File: src/rtl/int_to_ieee_converter.sv
// int_to_ieee_converter
// Iterative 32-bit integer to IEEE-754 single-precision converter with
// round-to-nearest-even. One conversion in flight; valid/ready on both sides.
// State flow: IDLE -> NORM (left-justify magnitude) -> ROUND -> DONE -> IDLE.
// Zero operands skip NORM/ROUND and go straight to DONE with +0.
// Optional build macro: INT2FP_UNSIGNED_EN treats in_data as unsigned.
module int_to_ieee_converter #(
    parameter int NORM_STEP = 1,   // max left-shift per NORM cycle: 1, 2, 4 or 8
    parameter int BIAS      = 127  // single-precision exponent bias
) (
    input  logic        clk,
    input  logic        rst_n,
    input  logic        in_valid,
    output logic        in_ready,
    input  logic [31:0] in_data,
    output logic        out_valid,
    input  logic        out_ready,
    output logic [31:0] out_data,
    output logic        out_inexact
);

    localparam logic [1:0] ST_IDLE  = 2'd0;
    localparam logic [1:0] ST_NORM  = 2'd1;
    localparam logic [1:0] ST_ROUND = 2'd2;
    localparam logic [1:0] ST_DONE  = 2'd3;

    // Leading-zero count of a 32-bit word (32 when the word is zero).
    function automatic logic [5:0] f_clz(input logic [31:0] v);
        logic [5:0] n;
        logic       found;
        n     = 6'd0;
        found = 1'b0;
        for (int i = 31; i >= 0; i--) begin
            if (!found) begin
                if (v[i]) begin
                    found = 1'b1;
                end else begin
                    n = n + 6'd1;
                end
            end
        end
        return n;
    endfunction

    logic [1:0]  r_state;
    logic [31:0] r_mag;
    logic [7:0]  r_exp;
    logic        r_sign;
    logic        r_in_ready;
    logic        r_out_valid;
    logic [31:0] r_out_data;
    logic        r_out_inexact;

    logic        w_in_sign;
    logic [31:0] w_in_mag;
    logic [5:0]  w_lz;
    logic [5:0]  w_shamt;
    logic [22:0] w_mant;
    logic        w_guard;
    logic        w_sticky;
    logic        w_round_up;
    logic [23:0] w_mant_sum;
    logic [22:0] w_mant_final;
    logic [7:0]  w_exp_final;
    logic        w_inexact;

    // Operand decode: sign and absolute magnitude of the incoming integer.
    always_comb begin
        w_in_sign = 1'b0;
        w_in_mag  = in_data;
`ifdef INT2FP_UNSIGNED_EN
        w_in_sign = 1'b0;
        w_in_mag  = in_data;
`else
        w_in_sign = in_data[31];
        if (in_data[31]) begin
            // 0x80000000 negates to itself, which is the correct magnitude.
            w_in_mag = ~in_data + 32'd1;
        end else begin
            w_in_mag = in_data;
        end
`endif
    end

    // Normalisation step size: never shift past the leading one.
    always_comb begin
        w_lz    = f_clz(r_mag);
        w_shamt = 6'd0;
        if (w_lz < 6'(NORM_STEP)) begin
            w_shamt = w_lz;
        end else begin
            w_shamt = 6'(NORM_STEP);
        end
    end

    // Round-to-nearest-even on the left-justified magnitude.
    always_comb begin
        w_mant       = r_mag[30:8];
        w_guard      = r_mag[7];
        w_sticky     = |r_mag[6:0];
        w_round_up   = w_guard & (w_sticky | w_mant[0]);
        w_mant_sum   = {1'b0, w_mant} + {23'd0, w_round_up};
        w_mant_final = w_mant_sum[22:0];
        w_inexact    = w_guard | w_sticky;
        if (w_mant_sum[23]) begin
            // All-ones mantissa rolled over: mantissa is zero, bump exponent.
            w_exp_final = r_exp + 8'd1;
        end else begin
            w_exp_final = r_exp;
        end
    end

    // Control FSM and datapath registers.
    always_ff @(posedge clk or negedge rst_n) begin
        if (!rst_n) begin
            r_state       <= ST_IDLE;
            r_mag         <= 32'd0;
            r_exp         <= 8'd0;
            r_sign        <= 1'b0;
            r_in_ready    <= 1'b1;
            r_out_valid   <= 1'b0;
            r_out_data    <= 32'd0;
            r_out_inexact <= 1'b0;
        end else begin
            case (r_state)
                ST_IDLE: begin
                    if (in_valid && r_in_ready) begin
                        r_sign     <= w_in_sign;
                        r_mag      <= w_in_mag;
                        r_exp      <= 8'(BIAS + 31);
                        r_in_ready <= 1'b0;
                        if (w_in_mag == 32'd0) begin
                            // Zero has no leading one; emit +0 directly.
                            r_state       <= ST_DONE;
                            r_out_valid   <= 1'b1;
                            r_out_data    <= 32'd0;
                            r_out_inexact <= 1'b0;
                        end else begin
                            r_state <= ST_NORM;
                        end
                    end else begin
                        r_state <= ST_IDLE;
                    end
                end
                ST_NORM: begin
                    if (r_mag[31]) begin
                        r_state <= ST_ROUND;
                    end else begin
                        r_mag <= r_mag << w_shamt;
                        r_exp <= r_exp - {2'b00, w_shamt};
                    end
                end
                ST_ROUND: begin
                    r_out_data    <= {r_sign, w_exp_final, w_mant_final};
                    r_out_inexact <= w_inexact;
                    r_exp         <= w_exp_final;
                    r_out_valid   <= 1'b1;
                    r_state       <= ST_DONE;
                end
                ST_DONE: begin
                    if (out_ready) begin
                        r_out_valid <= 1'b0;
                        r_in_ready  <= 1'b1;
                        r_state     <= ST_IDLE;
                    end else begin
                        r_state <= ST_DONE;
                    end
                end
                default: begin
                    r_state     <= ST_IDLE;
                    r_in_ready  <= 1'b1;
                    r_out_valid <= 1'b0;
                end
            endcase
        end
    end

    assign in_ready    = r_in_ready;
    assign out_valid   = r_out_valid;
    assign out_data    = r_out_data;
    assign out_inexact = r_out_inexact;

endmodule

File: config.mk
export PLATFORM = sky130hd
export DESIGN_NAME = int_to_ieee_converter
export DESIGN_NICKNAME = d
export VERILOG_FILES = /design/src/rtl/int_to_ieee_converter.sv
export SDC_FILE = /design/constraint.sdc
export NUM_CORES = 1
export LEC_CHECK = 0
export CAP_MARGIN = 20
export CORE_MARGIN = 5
export CORE_UTILIZATION = 45
export DETAILED_ROUTE_END_ITERATION = 10
export SETUP_SLACK_MARGIN = 0.15
export SYNTH_ARGS = -nofsm -noshare
export SYNTH_HDL_FRONTEND = slang
export SYNTH_SLANG_ARGS = --single-unit
File: constraint.sdc
create_clock -name clk -period 47.7 [get_ports clk]
set_clock_uncertainty 0.05 [all_clocks]
set_input_delay 4.77 -clock clk [delete_from_list [all_inputs] [get_ports clk]]
set_output_delay 4.77 -clock clk [all_outputs]
set_load 0.05 [all_outputs]
==> summary.txt, run 1 <==
Floorplanning
  – DIE AREA: 0.0240 mm2
  – I/O pins: 71
  – Starting Density: 0.453
  – Die Ht: 155 um
  – Row cnt: 53
  – Core Region: 0.0209 mm2
  – Die width: 155 um

Critical path
  – Req. time, crit path: 47.93 ns
  – Slowest stage delay, CP: 0.70 ns
  – Crit end category: flop
  – Critical path's slowest cell: a2111oi_0
  – Worst Setup Path Type: reg -> reg
  – Worst Path Arrival: 21.81 ns
  – Most common cell on crit path: ha_1
  – Startpoint Class: flop
  – Maximum fanout along the worst path: 9

GRT
  – Initial antenna violation count: 1
  – Vias in the first global route: 8,168
  – Largest net degree at the start of global routing: 79
  – Total GRT Usage: 0.208
  – Grt ovf: 0
  – First-pass GRT wire length: 41.7 mm

Final layout
  – Ant diodes: 0
  – Design area: 0.0105 mm2
  – Area Overhead vs Synth: 10.6%
  – Core occupancy in the finished layout: 0.501
  – FF+latch area: 0.00195 mm2
  – Area taken by multi-input logic gates: 0.00676 mm2
  – Layout cells sized above 1: 0.0701
  – Fillers: 2,083
  – # nets final: 1,332

Clocking
  – Hold buffers post-CTS: 0
  – PostCTS Resize Cnt: 0
  – CTS root buf: clkbuf_16
  – Clk slew on worst S/H paths: 0.07 ns
  – Worst-Skew Late Latency: 0.36 ns
  – Setup bufs post-CTS: 0
  – H-tree Lvls: 3
  – Clock sinks: 78
  – CTS Buffer Depth: 2
  – CTS tree: done
  – CTS buffer count: 9

Placement
  – HPWL Detailed: 19.5 mm
  – Final GP Congestion: 0.901
  – Area post-placement: 0.0101 mm2
  – Port Buf Inserts: 70

Hold path
  – Type of the worst min-delay path: reg -> reg

Detailed routing
  – Detailed-route DRC error count: 0
  – Initial DRC count: 697
  – Antenna Nets Post-Route: 0
  – WL per Instance: 16.6 um
  – Total iterations of the first detailed-routing run: 5
  – Final wirelength: 25.4 mm
  – Via/cell ratio: 5.71
  – Routed vias: 8,729

STA
  – Tcrit/Tclk final: 0.452
  – Final Hold Viols: 0
  – Setup_tns: 0 ns
  – Max Clk Rate: 46.3 MHz
  – Minimum clock period after layout: 21.58 ns
  – Final Max Slew Viols: 0
  – Worst slew pin tran: 0.882 ns
  – Worst slew margin: 0.408
  – Unrepaired setup endpoints after global routing: false
  – # setup viols final: 0

Synthesis
  – Cells after Synth: 1,214
  – Mean Syn Cell Area: 7.79 um2
  – Mapped cell area: 0.00946 mm2
  – Synth async-reset ratio: 1.00
  – Post-synthesis register bit count: 78
  – Post-synth EDFFs: 0
  – Distinct cells, synth: 108
  – Ys Warns: 0
  – Seq/Total Area, Yosys: 0.207
  – Top FF cell, synth: dfrtp_1

Pwr
  – Power Dens Cells: 60.9 mW/mm2
  – VDD IR max: 0.0000378 V
  – Leakage power: 4.12 nW

Run status
  – Outcome: complete, no violations

Job
  – Max-cap violations: 0
-- area by class of cell --
cell class              instances  share of cell area
inverters                      90              0.0323
clock buffers                   9              0.0215
repair buffers                 77              0.0751
well taps                     275              0.0329
multi-input cells             994               0.646
clock inverters                 7             0.00538
flip-flops and latches         78               0.187
-- power by group --
part / internal [W] / leakage [nW] / switching (W) / total [W]
clock network: 0.0000361 / 0.142 / 0.0000336 / 0.0000697
logic: 0.000174 / 2.95 / 0.000270 / 0.000444
registers: 0.0000898 / 1.03 / 0.0000339 / 0.000124
total: 0.000300 / 4.12 / 0.000337 / 0.000637
-- routing by layer --
| metal | vias to the layer above | global-route usage | routed length (um) |
|---|---|---|---|
| met1 | 4111 | 0.299 | 12300 |
| met5 | - | 0 | 18 |
| li1 | 4367 | - | - |
| met4 | 2 | 0.0627 | 505 |
| met2 | 213 | 0.326 | 11300 |
| met3 | 36 | 0.0300 | 1270 |
-- path summary, 6_finish.rpt --
check                             start      endpoint  slack [ns]  cells after the start
min in group asynchronous         rst_n      r_exp[3]        4.31                      1
hold / removal             out_data[28]  out_data[28]        0.44                      1
setup reg to reg              r_mag[30]      r_exp[6]       26.12                    115
max in group asynchronous         rst_n     r_mag[20]       42.67                      2
setup / recovery              r_mag[30]      r_exp[6]       26.12                    115
hold reg to reg            out_data[28]  out_data[28]        0.44                      1
-- logic make-up (layout without fill, tap and decap cells) --
logic type,after synthesis,count (layout),share of synthesized area
simple gates,477,477,0.257
compound gates,283,283,0.197
xor+xnor,149,149,0.158
buf+inv,148,183,0.0814
flops,78,78,0.207
fa+ha+maj,48,48,0.0638
mux,30,30,0.0355
other cells,1,7,0.000397
-- worst max-delay path: cells and delay by family (launching register included) --
kind                       cells  cell delay, ns
and+or+nand+nor               32            3.35
xor gates and xnor gates       3            0.58
AOI/OAI and AO/OA             34            6.00
adders and majority gates     30            9.13
buffers and inverters          4            0.28
muxes                         12            1.55
DFF                            1            0.54
-- cell usage in the layout (no fill, tap or decap), drive strengths merged, types with 13 or more instances in the layout --
master	netlist	layout
nand2	142	142
xnor2	103	103
nor2	101	101
inv	89	92
o21ai	92	92
dfrtp	77	77
nand3	73	73
clkdlybuf4s50	0	69
a21oi	59	59
ha	45	45
xor2	39	39
nor3	32	32
o221ai	26	26
mux2i	22	22
nor4	18	18
a21o	17	17
nand2b	15	15
nor2b	15	15
and3	14	14
nand4	13	13
o31ai	13	13
-- Yosys cell counts, drive strengths merged, types with 7 or more instances --
library cell	instances	area, um2
a211oi	8	72.6
a21o	17	128
a21oi	59	299
and2	10	65.1
and3	14	88.8
buf	23	224
clkbuf	34	198
dfrtp	77	1930
ha	45	563
inv	89	334
mux2	8	90.1
mux2i	22	245
nand2	142	536
nand2b	15	101
nand3	73	375
nand4	13	87.6
nor2	101	384
nor2b	15	101
nor3	32	181
nor4	18	146
o211ai	8	60.1
o21ai	92	464
o221ai	26	240
o31ai	13	103
or4	9	75.1
xnor2	103	925
xnor3	7	163
xor2	39	409
-- flip-flops by register name (all words and copies together) (netlist names) --
register and flops:
out_inexact 1, in_ready 1, r_mag 32, r_exp 8, r_sign 1, out_data 32, r_state 2, out_valid 1
-- per-stage QoR --
stage / setup WS (ns) / instances / hold slack (ns) / total power (W)
after floorplan: 28.54 / 1220 / 0.429 / 0.000474
final: 26.12 / 1530 / 0.443 / 0.000637
after CTS: 26.19 / 1527 / 0.449 / 0.000634
after global placement: 27.26 / 1511 / 0.422 / 0.000554
after detailed placement: 26.27 / 1511 / 0.429 / 0.000562
after global routing: 24.21 / 1530 / 0.485 / 0.000694
(Power assumes the default switching activity.)
==> inputs of run 2 (changes only) <==
Clock period 47.7 ns to 21.3 ns, I/O delays scaled along.
==> run 2 against run 1 <==
Sequential power is 120% higher. Cell count is 1.6% higher. Worst setup slack got worse by 25 ns. Critical path depth is 3 lower. Combinational power rose to 2.6 times the previous value. Non-clock buffer count up 25. Register-to-register slack worse by 25 ns. Largest cell class unchanged.
==> summary.txt, run 2 (synthesis gave the netlist of run 1 again) <==
STA
  – Final Hold Viols: 0
  – Minimum clock period after layout: 20.04 ns
  – Worst slew margin: 0.383
  – Worst slew pin tran: 0.918 ns
  – Final Max Slew Viols: 0
  – Setup_tns: 0 ns
  – Tcrit/Tclk final: 0.941
  – # setup viols final: 0
  – Unrepaired setup endpoints after global routing: false
  – Max Clk Rate: 49.9 MHz
  – Fin worst setup slack: 1.26 ns

Critical path
  – Worst Setup Path Type: reg -> reg
  – Crit end category: flop
  – Maximum fanout along the worst path: 6
  – Most common cell on crit path: ha_1
  – Req. time, crit path: 21.49 ns
  – Startpoint Class: flop
  – R2R cell count: 112
  – Worst Path Arrival: 20.22 ns
  – Critical path's slowest cell: or4b_4
  – Slowest stage delay, CP: 0.54 ns

Final layout
  – Layout cells sized above 1: 0.120
  – Area Overhead vs Synth: 15.4%
  – Most common cell after layout, fill and taps aside: nand2_1
  – Core occupancy in the finished layout: 0.522
  – # nets final: 1,357
  – Most frequent cells in the layout: nand2_1 (135), xnor2_1 (97), nor2_1 (95)
  – Ant diodes: 0

GRT
  – Largest net degree at the start of global routing: 79
  – Vias in the first global route: 8,005
  – Initial antenna violation count: 1
  – Total GRT Usage: 0.207
  – First-pass GRT wire length: 41.2 mm
  – Grt ovf: 0

Hold path
  – Hold depth: 1
  – Type of the worst min-delay path: reg -> reg

Placement
  – Port Buf Inserts: 70
  – Post-placement setup slack: 0.127 ns
  – Final GP Congestion: 0.903
  – HPWL Detailed: 19.4 mm

Clocking
  – CTS buffer count: 9
  – Hold buffers post-CTS: 0
  – Worst-Skew Late Latency: 0.35 ns
  – CTS tree: done
  – Clock sinks: 78
  – Clk slew on worst S/H paths: 0.07 ns
  – H-tree Lvls: 3
  – CTS root buf: clkbuf_16
  – CTS Buffer Depth: 2

Detailed routing
  – Routed vias: 8,924
  – Detailed-route DRC error count: 0
  – Total iterations of the first detailed-routing run: 5
  – Initial DRC count: 665
  – Via/cell ratio: 5.74
  – WL per Instance: 16.5 um
  – Final wirelength: 25.7 mm
  – Antenna Nets Post-Route: 0

Pwr
  – Leakage power: 4.26 nW
  – Power Dens Cells: 146 mW/mm2
  – VDD IR max: 0.0000936 V

Floorplanning
  – Starting Density: 0.453
  – Die Ht: 155 um
  – Row cnt: 53
  – DIE AREA: 0.0240 mm2
  – Die width: 155 um
  – I/O pins: 71
  – Core Region: 0.0209 mm2

Job
  – Max-cap violations: 0

Run status
  – Outcome: complete, no violations
## run 2: cell count changes in the layout (fill, tap and decap cells not counted), sizes merged
cell,delta
buf,+25
## run 2: power breakdown
group / switching (W) / leakage, nW / internal (W)
clock: 0.0000721 / 0.142 / 0.0000807
sequential: 0.0000744 / 1.02 / 0.000202
combinational: 0.000664 / 3.09 / 0.000497
total: 0.000811 / 4.26 / 0.000779
## run 2: worst paths after layout
kind	slack (ns)	to	start
hold / removal	0.44	out_data[30]	out_data[30]
setup / recovery	1.26	r_exp[7]	r_mag[30]
min in group asynchronous	1.63	out_data[27]	rst_n
max in group asynchronous	18.94	in_ready	rst_n
hold reg to reg	0.44	out_data[30]	out_data[30]
setup reg to reg	1.26	r_exp[7]	r_mag[30]
## run 2: timing repair
item / 4_1_cts / 5_1_grt
hold endpoints to repair: 0 / 0
pin swaps: 0 / 38
setup buffers: 0 / 25
endpoints found under the setup margin: 3 / 38
gates resized for setup: 2 / 60
## run 2: through the flow
stage / hold slack, ns / cells / power, W / instance area, um2
floorplan: 0.429 / 1220 / 0.00106 / 9480
global placement: 0.422 / 1512 / 0.00124 / 10100
detailed placement: 0.428 / 1512 / 0.00126 / 10100
CTS: 0.448 / 1528 / 0.00142 / 10400
global route: 0.470 / 1555 / 0.00172 / 10900
finish: 0.443 / 1555 / 0.00159 / 10900
## run 2: worst max-delay path: cells and delay by family (launching register included)
kind                     cells  cell delay, ns
AO/OA/AOI/OAI               34            5.56
XOR/XNOR                     2            0.44
adder cells (fa/ha/maj)     28            8.28
buffers and inverters        3            0.17
flip-flops                   1            0.42
multiplexers                12            1.52
AND/OR/NAND/NOR             33            3.46
## run 2: final cells by class
type / instances / area [um2]
clock buffers: 9 / 225
clock inverters: 7 / 56.3
flip-flops and latches: 78 / 1960
inverters: 90 / 338
well taps: 275 / 344
repair buffers: 102 / 978
multi-input cells: 994 / 7020
fillers: 2033 / 9970
## run 2: per-layer routing
| layer | wire length [um] | track usage | up-vias | share of wire |
|---|---|---|---|---|
| li1 | - | - | 4416 | - |
| met1 | 12500 | 0.303 | 4238 | 0.48 |
| met2 | 11500 | 0.319 | 229 | 0.45 |
| met3 | 1130 | 0.0253 | 39 | 0.044 |
| met4 | 601 | 0.0648 | 2 | 0.023 |
| met5 | 18 | 0 | - | 0.00070 |
==> inputs of run 3 (changes only) <==
Settings changed: CTS_CLUSTER_SIZE from default to 25, GPL_TIMING_DRIVEN from default to 0.
==> run 3 against run 2 <==
Final area rose by 2.1%. Hold slack gained 0.0044 ns. Wire length rose by 1.5%. Largest cell class unchanged. Die area stayed put. Global-route usage is 0.64 points higher. Worst setup slack improved by 0.27 ns. Register-to-register slack improved by 0.27 ns. Clock power barely moved. Count of clock-buffer cells in the layout grew 2. Sequential share of layout area shrank 0.41 points. Sequential power fell by 10%.
==> summary.txt, run 3 (synthesis gave the netlist of run 1 again) <==
Run status
  – Outcome: complete, no violations

Final layout
  – Most frequent cells in the layout: nand2_1 (139), xnor2_1 (99), nor2_1 (96)
  – FF+latch area: 0.00195 mm2
  – # nets final: 1,402
  – Most common cell after layout, fill and taps aside: nand2_1
  – Design area: 0.0111 mm2
  – Area taken by multi-input logic gates: 0.00695 mm2
  – Layout cells sized above 1: 0.123
  – Area Overhead vs Synth: 17.9%
  – Fillers: 2,048
  – Core occupancy in the finished layout: 0.534

Placement
  – Area post-placement: 0.0105 mm2
  – Port Buf Inserts: 64
  – Final GP Congestion: 0.883
  – HPWL Detailed: 20.4 mm

Detailed routing
  – Antenna Nets Post-Route: 0
  – Via/cell ratio: 5.56
  – Final wirelength: 26.1 mm
  – Detailed-route DRC error count: 0
  – Routed vias: 8,895
  – Initial DRC count: 489
  – Total iterations of the first detailed-routing run: 5
  – WL per Instance: 16.3 um

GRT
  – Total GRT Usage: 0.214
  – Vias in the first global route: 8,236
  – Grt ovf: 0
  – Initial antenna violation count: 2
  – First-pass GRT wire length: 42.3 mm
  – Largest net degree at the start of global routing: 45

Floorplanning
  – Core Region: 0.0209 mm2
  – Die Ht: 155 um
  – Starting Density: 0.453
  – Row cnt: 53
  – DIE AREA: 0.0240 mm2
  – Die width: 155 um
  – I/O pins: 71

STA
  – Final Max Slew Viols: 0
  – Max Clk Rate: 50.6 MHz
  – Worst slew margin: 0.332
  – Worst slew pin tran: 0.994 ns
  – Tcrit/Tclk final: 0.928
  – Final Hold Viols: 0
  – Minimum clock period after layout: 19.76 ns
  – # setup viols final: 0

Pwr
  – VDD IR max: 0.0000992 V
  – Power Dens Cells: 143 mW/mm2
  – Leakage power: 4.39 nW

Critical path
  – Critical path's slowest cell: or4b_1
  – Slowest stage delay, CP: 0.46 ns
  – Most common cell on crit path: ha_1
  – R2R Path End: r_exp[7]
  – Crit end category: flop
  – R2R Path Start: r_mag[31]
  – Maximum fanout along the worst path: 10
  – Worst Setup Path Type: reg -> reg
  – Startpoint Class: flop
  – R2r setup slk: 1.54 ns
  – Req. time, crit path: 21.50 ns
  – R2R cell count: 113
  – Worst Path Arrival: 19.96 ns

Clocking
  – CTS root buf: clkbuf_16
  – Hold buffers post-CTS: 0
  – Worst-Skew Late Latency: 0.36 ns
  – Clk slew on worst S/H paths: 0.07 ns
  – CTS Buffer Depth: 2
  – Clock sinks: 78
  – H-tree Lvls: 3
  – CTS tree: done
  – CTS buffer count: 9

Hold path
  – Type of the worst min-delay path: reg -> reg
  – Hold EP: out_data[29]
  – Min-delay src: out_data[29]
  – Hold depth: 1

Job
  – Max-cap violations: 0
run 3: per-stage QoR:
step | TNS [ns] | instances | hold slack [ns] | power, W | setup WS (ns)
after floorplan | 0 | 1220 | 0.429 | 0.00106 | 2.14
after global placement | 0 | 1559 | 0.424 | 0.00129 | 0.0629
after detailed placement | -0.332 | 1560 | 0.429 | 0.00131 | -0.168
after CTS | 0 | 1575 | 0.449 | 0.00148 | 0.186
after global routing | -0.0722 | 1600 | 0.486 | 0.00175 | -0.0376
final | 0 | 1600 | 0.448 | 0.00160 | 1.54
run 3: area by class of cell:
class / instances / share of cell area
Antenna cell: 1 / 0.000225
Buffer: 58 / 0.0390
Clock buffer: 11 / 0.0218
Clock inverter: 4 / 0.00281
Inverter: 90 / 0.0303
Multi-Input combinational cell: 994 / 0.624
Sequential cell: 78 / 0.175
Tap cell: 275 / 0.0309
Timing Repair Buffer: 89 / 0.0759
run 3: critical path: cells and delay by family, from the launching register on:
kind,cells,cell delay [ns]
adders and majority gates,29,8.38
AOI/OAI and AO/OA,32,4.70
and+or+nand+nor,33,3.09
muxes,12,1.96
xor gates and xnor gates,4,0.79
DFF,1,0.36
buffers and inverters,3,0.28
run 3: report_power, final:
| part | switching [W] | internal [W] | total [W] | leakage (nW) |
|---|---|---|---|---|
| clock | 0.0000678 | 0.0000820 | 0.000150 | 0.124 |
| combinational | 0.000689 | 0.000512 | 0.00120 | 3.24 |
| sequential | 0.0000469 | 0.000201 | 0.000248 | 1.03 |
| total | 0.000804 | 0.000795 | 0.00160 | 4.39 |
run 3: timing repair:
item / 4_1_cts / 5_1_grt
hold endpoints to repair: 0 / 0
gates cloned: 0 / 0
gates resized for setup: 7 / 44
buffers inserted: 0 / 24
endpoints found under the setup margin: 4 / 38
pin swaps: 0 / 22
run 3: metal layers:
| layer | global-route usage | up-vias | share of wire |
|---|---|---|---|
| met3 | 0.0339 | 20 | 0.040 |
| met4 | 0.0442 | 2 | 0.012 |
| met5 | 0 | - | 0.00077 |
| li1 | - | 4498 | - |
| met2 | 0.342 | 156 | 0.46 |
| met1 | 0.306 | 4219 | 0.49 |
run 3: worst max path at each step:
stage                          end  cells past startpoint      start  slack, ns
after detailed placement  r_exp[6]                    115  r_mag[31]      -0.17
after global routing      r_exp[7]                    113  r_mag[31]      -0.04
after CTS                 r_exp[6]                    114  r_mag[29]       0.19
after global placement    r_exp[6]                    114  r_mag[31]       0.06
after floorplan           r_exp[6]                    115  r_mag[31]       2.14
final                     r_exp[7]                    113  r_mag[31]       1.54
